### src/rtl/encap_rule_ctrl.sv
// encap_rule_ctrl: retimes the tagged head stream, looks up the encap rule at packet start and keeps counters.
// The tag bits sit at the top of i_head: {valid, start, tail, ...}; the rule table is written through the cfg port.
module encap_rule_ctrl #(
  parameter int RULE_NUM         = 16,
  parameter int RULE_IDX_W       = 4,
  parameter int HEAD_WIDTH       = 64,
  parameter int TAG_WIDTH        = 4,
  parameter int ENCAP_WIDTH      = 16,
  parameter int META_SHIFT_WIDTH = 8,
  parameter int HEAD_SHIFT_WIDTH = 6,
  parameter int VALID_BIT        = HEAD_WIDTH + TAG_WIDTH - 1,
  parameter int START_BIT        = HEAD_WIDTH + TAG_WIDTH - 2,
  parameter int TAIL_BIT         = HEAD_WIDTH + TAG_WIDTH - 3,
  parameter int RULE_W           = 1 + 4 + ENCAP_WIDTH + META_SHIFT_WIDTH + 2*HEAD_SHIFT_WIDTH
) (
  input  logic                             i_clk,
  input  logic                             i_rst_n,
  input  logic [HEAD_WIDTH+TAG_WIDTH-1:0]  i_head,
  input  logic [RULE_IDX_W-1:0]            i_ruleIdx,
  input  logic                             i_globalEn,
  output logic [HEAD_WIDTH+TAG_WIDTH-1:0]  o_head,
  output logic [HEAD_SHIFT_WIDTH-1:0]      o_headShift,
  output logic [3:0]                       o_metaSliceOffset,
  output logic [HEAD_SHIFT_WIDTH-1:0]      o_metaDataOffset,
  output logic [META_SHIFT_WIDTH-1:0]      o_encapLength,
  output logic [ENCAP_WIDTH-1:0]           o_encapField,
  output logic                             o_encapEn,
  input  logic                             i_cfg_wren,
  input  logic [RULE_IDX_W-1:0]            i_cfg_addr,
  input  logic [RULE_W-1:0]                i_cfg_data,
  output logic                             o_cfg_ack,
  output logic [31:0]                      o_pktCnt,
  output logic [31:0]                      o_encapCnt,
  output logic [15:0]                      o_errCnt
);
  localparam int HS_O = ENCAP_WIDTH;
  localparam int EL_O = HS_O + HEAD_SHIFT_WIDTH;
  localparam int DO_O = EL_O + META_SHIFT_WIDTH;
  localparam int SO_O = DO_O + HEAD_SHIFT_WIDTH;
  localparam logic [RULE_IDX_W:0] LIM = (RULE_IDX_W+1)'(RULE_NUM);
  typedef enum logic {IDLE, INPKT} state_t;
  state_t state, state_nx;
  logic [RULE_W-1:0] tbl [RULE_NUM];
  logic [RULE_W-1:0] rule;
  logic valid, start, tail, idx_ok, addr_ok, en_now, err;
  assign valid   = i_head[VALID_BIT];
  assign start   = valid & i_head[START_BIT];
  assign tail    = valid & i_head[TAIL_BIT];
  assign idx_ok  = {1'b0, i_ruleIdx} < LIM;
  assign addr_ok = {1'b0, i_cfg_addr} < LIM;
  // Combinational read ahead of the write edge gives old-data on a same-cycle write/lookup
  assign rule    = idx_ok ? tbl[i_ruleIdx] : '0;
  assign en_now  = rule[RULE_W-1] & i_globalEn;
  always_comb begin
    state_nx = tail ? IDLE : start ? INPKT : state;
    err = (valid & ~start & state == IDLE) | (start & state == INPKT) |
          (start & ~idx_ok) | (i_cfg_wren & ~addr_ok);
  end
  always_ff @(posedge i_clk) begin
    if (!i_rst_n) begin
      for (int i = 0; i < RULE_NUM; i++) tbl[i] <= '0;
      o_cfg_ack <= 1'b0;
    end else begin
      if (i_cfg_wren && addr_ok) tbl[i_cfg_addr] <= i_cfg_data;
      o_cfg_ack <= i_cfg_wren & addr_ok;
    end
  end
  always_ff @(posedge i_clk) begin
    if (!i_rst_n) begin
      state             <= IDLE;
      o_head            <= '0;
      o_headShift       <= '0;
      o_metaSliceOffset <= '0;
      o_metaDataOffset  <= '0;
      o_encapLength     <= '0;
      o_encapField      <= '0;
      o_encapEn         <= 1'b0;
      o_pktCnt          <= '0;
      o_encapCnt        <= '0;
      o_errCnt          <= '0;
    end else begin
      state  <= state_nx;
      o_head <= i_head;
      if (start) begin
        o_headShift       <= rule[HS_O +: HEAD_SHIFT_WIDTH];
        o_metaSliceOffset <= rule[SO_O +: 4];
        o_metaDataOffset  <= rule[DO_O +: HEAD_SHIFT_WIDTH];
        o_encapLength     <= rule[EL_O +: META_SHIFT_WIDTH];
        o_encapField      <= rule[ENCAP_WIDTH-1:0];
        o_encapEn         <= en_now;
        o_pktCnt          <= o_pktCnt + 32'd1;
        o_encapCnt        <= o_encapCnt + 32'(en_now);
      end
      if (err && o_errCnt != 16'hFFFF) o_errCnt <= o_errCnt + 16'd1;
    end
  end
endmodule
### config.mk
export PLATFORM = sky130hd
export DESIGN_NAME = encap_rule_ctrl
export DESIGN_NICKNAME = d
export VERILOG_FILES = /design/src/rtl/encap_rule_ctrl.sv
export SDC_FILE = /design/constraint.sdc
export NUM_CORES = 1
export LEC_CHECK = 0
export BUFFER_PORTS_ARGS = -buffer_cell sky130_fd_sc_hd__buf_2
export CAP_MARGIN = 20
export CORE_MARGIN = 2
export CORE_UTILIZATION = 40
export CTS_CLUSTER_DIAMETER = 80
export DETAILED_ROUTE_END_ITERATION = 16
export GPL_ROUTABILITY_DRIVEN = 1
export PLACE_DENSITY = 0.6
export SETUP_SLACK_MARGIN = 0.5
export SLEW_MARGIN = 20
export SYNTH_ARGS = -nofsm -noshare
export SYNTH_HDL_FRONTEND = slang
export SYNTH_SLANG_ARGS = --single-unit
### constraint.sdc
create_clock -name i_clk -period 5.77 [get_ports i_clk]
set_clock_uncertainty 0.1 [all_clocks]
set_input_delay 0.577 -clock i_clk [delete_from_list [all_inputs] [get_ports i_clk]]
set_output_delay 0.577 -clock i_clk [all_outputs]
set_load 0.05 [all_outputs]
* After elaboration in Yosys (flattened, before gate mapping)
Memories as Yosys holds them, arrays and structs flattened.
Cells that the tools add are included.
** Cells by class
- $add $sub $neg :: 3
- $mul :: 0
- Divide/modulo/power cells :: 0
- Order comparisons :: 0
- Equal/unequal tests :: 1
- Shift operators :: 0
- Mux-type cells :: 7
- Bitwise gates (word level) :: 10
- Reductions and logical operators :: 3
** Operator list (number)
- 41-bit 2-to-1 mux :: 1
- 41-bit OR reduction :: 1
- 32-bit by 1-bit adder with 32-bit output :: 1
- 32-bit by 1-bit adder with 32-bit output (second input constant) :: 1
- 16-bit by 1-bit adder with 16-bit output (second input constant) :: 1
- 16-bit inequality test (second input constant) :: 1
- 1-bit AND :: 6
- 1-bit 2-to-1 mux :: 5
- 4-bit 2-to-1 mux :: 1
- 1-bit inverter :: 3
- 2-bit OR reduction :: 1
- 1-bit logical AND :: 1
- 1-bit bitwise OR :: 1
** Storage, ports and cells
- Bits in registers :: 191
- Latch bits :: 0
- Bits in writable memories :: 656
- ROM bits :: 0
- Input bits :: 121
- Logic and storage cells :: 37
- Memories kept :: 1
** Memory list
- tbl :: words 16, bits a word 41, rd ports 1, clocked after memory_dff 0, wr ports 16, RTL line 43 : logic [RULE_W-1:0] tbl [RULE_NUM];

* Logic depth before layout (Yosys ltp)
- Depth in word-level cells :: 6
- Mapped depth :: 15
- Mapped depth without buffers :: 10

* Worst setup path after synthesis
OpenSTA, ideal clock, no wires.
- Path type :: input -> register
- Start point :: in i_cfg_addr[2]
- End point :: mem tbl[3][0] (netlist name), enable pin
- Setup time :: 496 ps
- Arrival :: 4023 ps
- Data required time :: 5174 ps
- Slack :: 1151 ps
- Cell stages on the path :: 3
- Buffers on the path :: 1
- Path through :: or3_1 clkbuf_1 o21ai_0
** RTL lines
- start: declaration :: RTL line 29 : input logic [RULE_IDX_W-1:0] i_cfg_addr,
- end: declaration :: RTL line 43

==> metrics.yaml <==
synthesis:
  synthDominantCellAreaShare: 0.544
  avgSynthCellArea_um2: 14.4
  synth-seq-cells: 847
  synth_seq_area_share: 0.649
  synth-edff-count: 656
  synth_commonest_cells: "724 x and2_1, 656 x edfxtp_1, 191 x dfxtp_1, 160 x mux4_2, 158 x clkbuf_1"
  dominantRegCellSynth: "edfxtp_1"
  syn_inst: 2516
  synth_cell_type_count: 52
  yosysMostFrequentCell: "and2_1"
  synth_fp_nets: 2641
  synth_warnings: 0
  synth_largest_area_cell: "edfxtp_1"
  synthArstFlopShare: 0
  synth_area_leaders: "edfxtp_1 54%, and2_1 13%, dfxtp_1 11%"
  syn-cell-area_um2: 36200
grt:
  antenna_found_initial: 13
  grt_pass1_vias: 23000
  grt_pass1_wl_mm: 149
  grt_max_degree: 82
  grt_use_total: 0.216
  grt_overflow: 0
min_path:
  min_from: "i_head[47]"
  min_path_cells: 2
  whs_endpoint: "o_head[47]"
  hold_class: "in -> reg"
drt:
  vias: 22300
  dr.pass1.iters: 5
  wl_mm: 101
  vias_per_cell: 5.47
  drc: 0
  routedWlPerCell_um: 24.9
  ant_nets: 0
  drtIter0Drc: 1927
floorplan:
  die_width_um: 305
  boundaryPins: 311
  start_util: 0.403
  dieArea_um2: 93000
  die_h_um: 305
  core-area_um2: 89900
  row_count: 110
critical_path:
  rr_startpoint: "tbl[5][40]"
  crit_top_cell: "buf_4"
  end_kind: "register"
  cp.required_ps: 6010
  critPathBufInv: 3
  startpoint_type: "primary input"
  crit_path_max_fanout: 42
  cpMaxStageDelayCell: "nand2b_2"
  worst-setup-path-type: "in -> reg"
  r2r_slack_ps: 2490
  critical_path.max_stage_delay_ps: 850
  crit_arrival_ps: 3840
  path_delay_family: "simple AND/OR/NAND/NOR gates"
  r2r-end: "o_encapCnt[28]"
  reg2reg_depth: 10
  crit_path_cell_trace: "buf_4 > nand4b_1 > nor3_2 > buf_4 > nand2b_2 > buf_4"
clock_tree:
  cts_num_sinks: 847
  cts_tree: "done"
  clock_latency_ps: 670
  cts_setup_buffers: 0
  cts_max_level: 3
  ctsLongestPathBuffers: 3
  clk_transition_reported_paths_ps: 60
  root_buffer: "clkbuf_16"
  cts.repair.resized: 0
  cts_buffers: 91
flow_run:
  cap_viol_max_count: 0
sta:
  hold_viol: 0
  setup-violations-final: 0
  fmax_mhz: 278
  fin_tns_setup_ps: 0
  worstMarginPinSlew_ps: 1110
  slew_viol_final: 0
  period_minus_slack_ps: 3590
  period_share: 0.623
  relSlewSlack: 0.256
  holdWs_ps: 44.6
  rsz0062_at_grt: "false"
cells_and_area:
  fill_cells: 7787
  multi_input_area_um2: 12100
  fin_nets: 2936
  syn2layout_area_growth_pct: 18.3
  final_area_um2: 42900
  seq_area_um2: 23500
  drive_gt1_frac: 0.251
power_and_ir_drop:
  p_sw_frac: 0.234
  p_per_area_nw_per_um2: 328
  ir_drop_mv: 0.228
  leakagePower_nw: 15.5
  p_comb_frac: 0.075
  p_clk_frac: 0.428
  seq_power_share: 0.497
  switchingPower_w: 0.00329
  p_int_w: 0.0108
placement:
  place_area_um2: 39300
  io_buffers: 310
  dp_hpwl_mm: 61.3
  gp_congestion: 0.831
outcome:
  status: "completed"
## layer usage
| layer | track usage | wire, um |
|---|---|---|
| met2 | 0.365 | 50200 |
| met3 | 0.0515 | 7720 |
| met1 | 0.275 | 40600 |
| met5 | 0 | 107 |
| met4 | 0.0650 | 2570 |
## stage by stage
stage	power (W)	setup slack [ps]	instances	utilization
after CTS	0.0141	2230	4062	0.476
after floorplan	0.00775	1150	2516	-
after detailed placement	0.00815	1510	3851	0.437
after global routing	0.0145	1950	4065	0.477
final	0.0140	2180	4068	0.477
after global placement	0.00811	1620	3842	0.435
## cell families (layout without fill, tap and decap cells)
group,Yosys count,in the layout,synth area share
simple gates,1004,1004,0.167
flops,847,847,0.649
buf+inv,221,594,0.0250
mux,211,211,0.114
compound gates,206,206,0.0379
xor+xnor,23,23,0.00577
fa+ha+maj,4,4,0.00138
other cells,0,3,0
## worst reg2reg max path: stages (launching register included)
cell      delay, ps
edfxtp_1        320
mux2i_1          70
a21oi_1         220
nand2_1          70
o21ai_0         540
ha_1            360
ha_1            200
and4_2          300
nand4_1         280
or4_1           570
a21oi_1         140
## layout make-up
type	count	share of cell area
inverter	13	0.00114
multi-input combinational	1448	0.282
clock buffer	122	0.0589
sequential	847	0.549
timing repair buffer	410	0.0612
clock inverter	49	0.0132
tap	1176	0.0343
antenna	3	0.000175
## state kept, by name, summed over array words and instances (netlist names)
signal             flops
o_cfg_ack              1
o_encapCnt            32
o_encapEn              1
o_encapField          16
o_encapLength          8
o_errCnt              16
o_head                68
o_headShift            6
o_metaDataOffset       6
o_metaSliceOffset      4
o_pktCnt              32
state                  1
tbl                  656
## layout by cell type (no fill, tap or decap), types with 13 or more instances in the layout
| master | instances |
|---|---|
| clkinv_2 | 20 |
| nand3_1 | 26 |
| o211ai_1 | 39 |
| a21oi_1 | 52 |
| clkbuf_8 | 14 |
| mux4_2 | 160 |
| nor2_4 | 13 |
| mux2i_1 | 51 |
| edfxtp_1 | 656 |
| dfxtp_1 | 191 |
| and2_1 | 724 |
| clkbuf_16 | 91 |
| nor2_1 | 27 |
| clkbuf_1 | 18 |
| xor2_1 | 14 |
| buf_2 | 306 |
| a22oi_1 | 40 |
| buf_4 | 49 |
| nand4_1 | 26 |
| or4_1 | 39 |
| dlygate4sd3_1 | 40 |
| nand2_1 | 80 |
| o31ai_1 | 39 |
## what timing repair did
item / in CTS / in global routing
setup endpoints to repair: 0 / 0
hold endpoints to repair: 40 / 0
hold buffers: 40 / 0
## power by group through the flow
stage	registers [W]	logic, W	clock network [W]
global route	0.00700	0.00112	0.00633
detailed placement	0.00711	0.00104	0
global placement	0.00709	0.00102	0
CTS	0.00698	0.00106	0.00610
finish	0.00698	0.00106	0.00601
floorplan	0.00725	0.000493	0
## worst max path at each step
| stage | startpoint | to | slack [ps] | depth (start not counted) |
|---|---|---|---|---|
| floorplan | i_cfg_addr[2] | tbl[3][0] | 1150 | 3 |
| global placement | i_rst_n | tbl[8][26] | 1620 | 6 |
| detailed placement | i_rst_n | tbl[8][27] | 1510 | 6 |
| CTS | i_rst_n | tbl[8][26] | 2230 | 6 |
| global route | i_rst_n | tbl[8][27] | 1950 | 6 |
| finish | i_rst_n | tbl[8][34] | 2180 | 6 |
(Power assumes the default switching activity.)
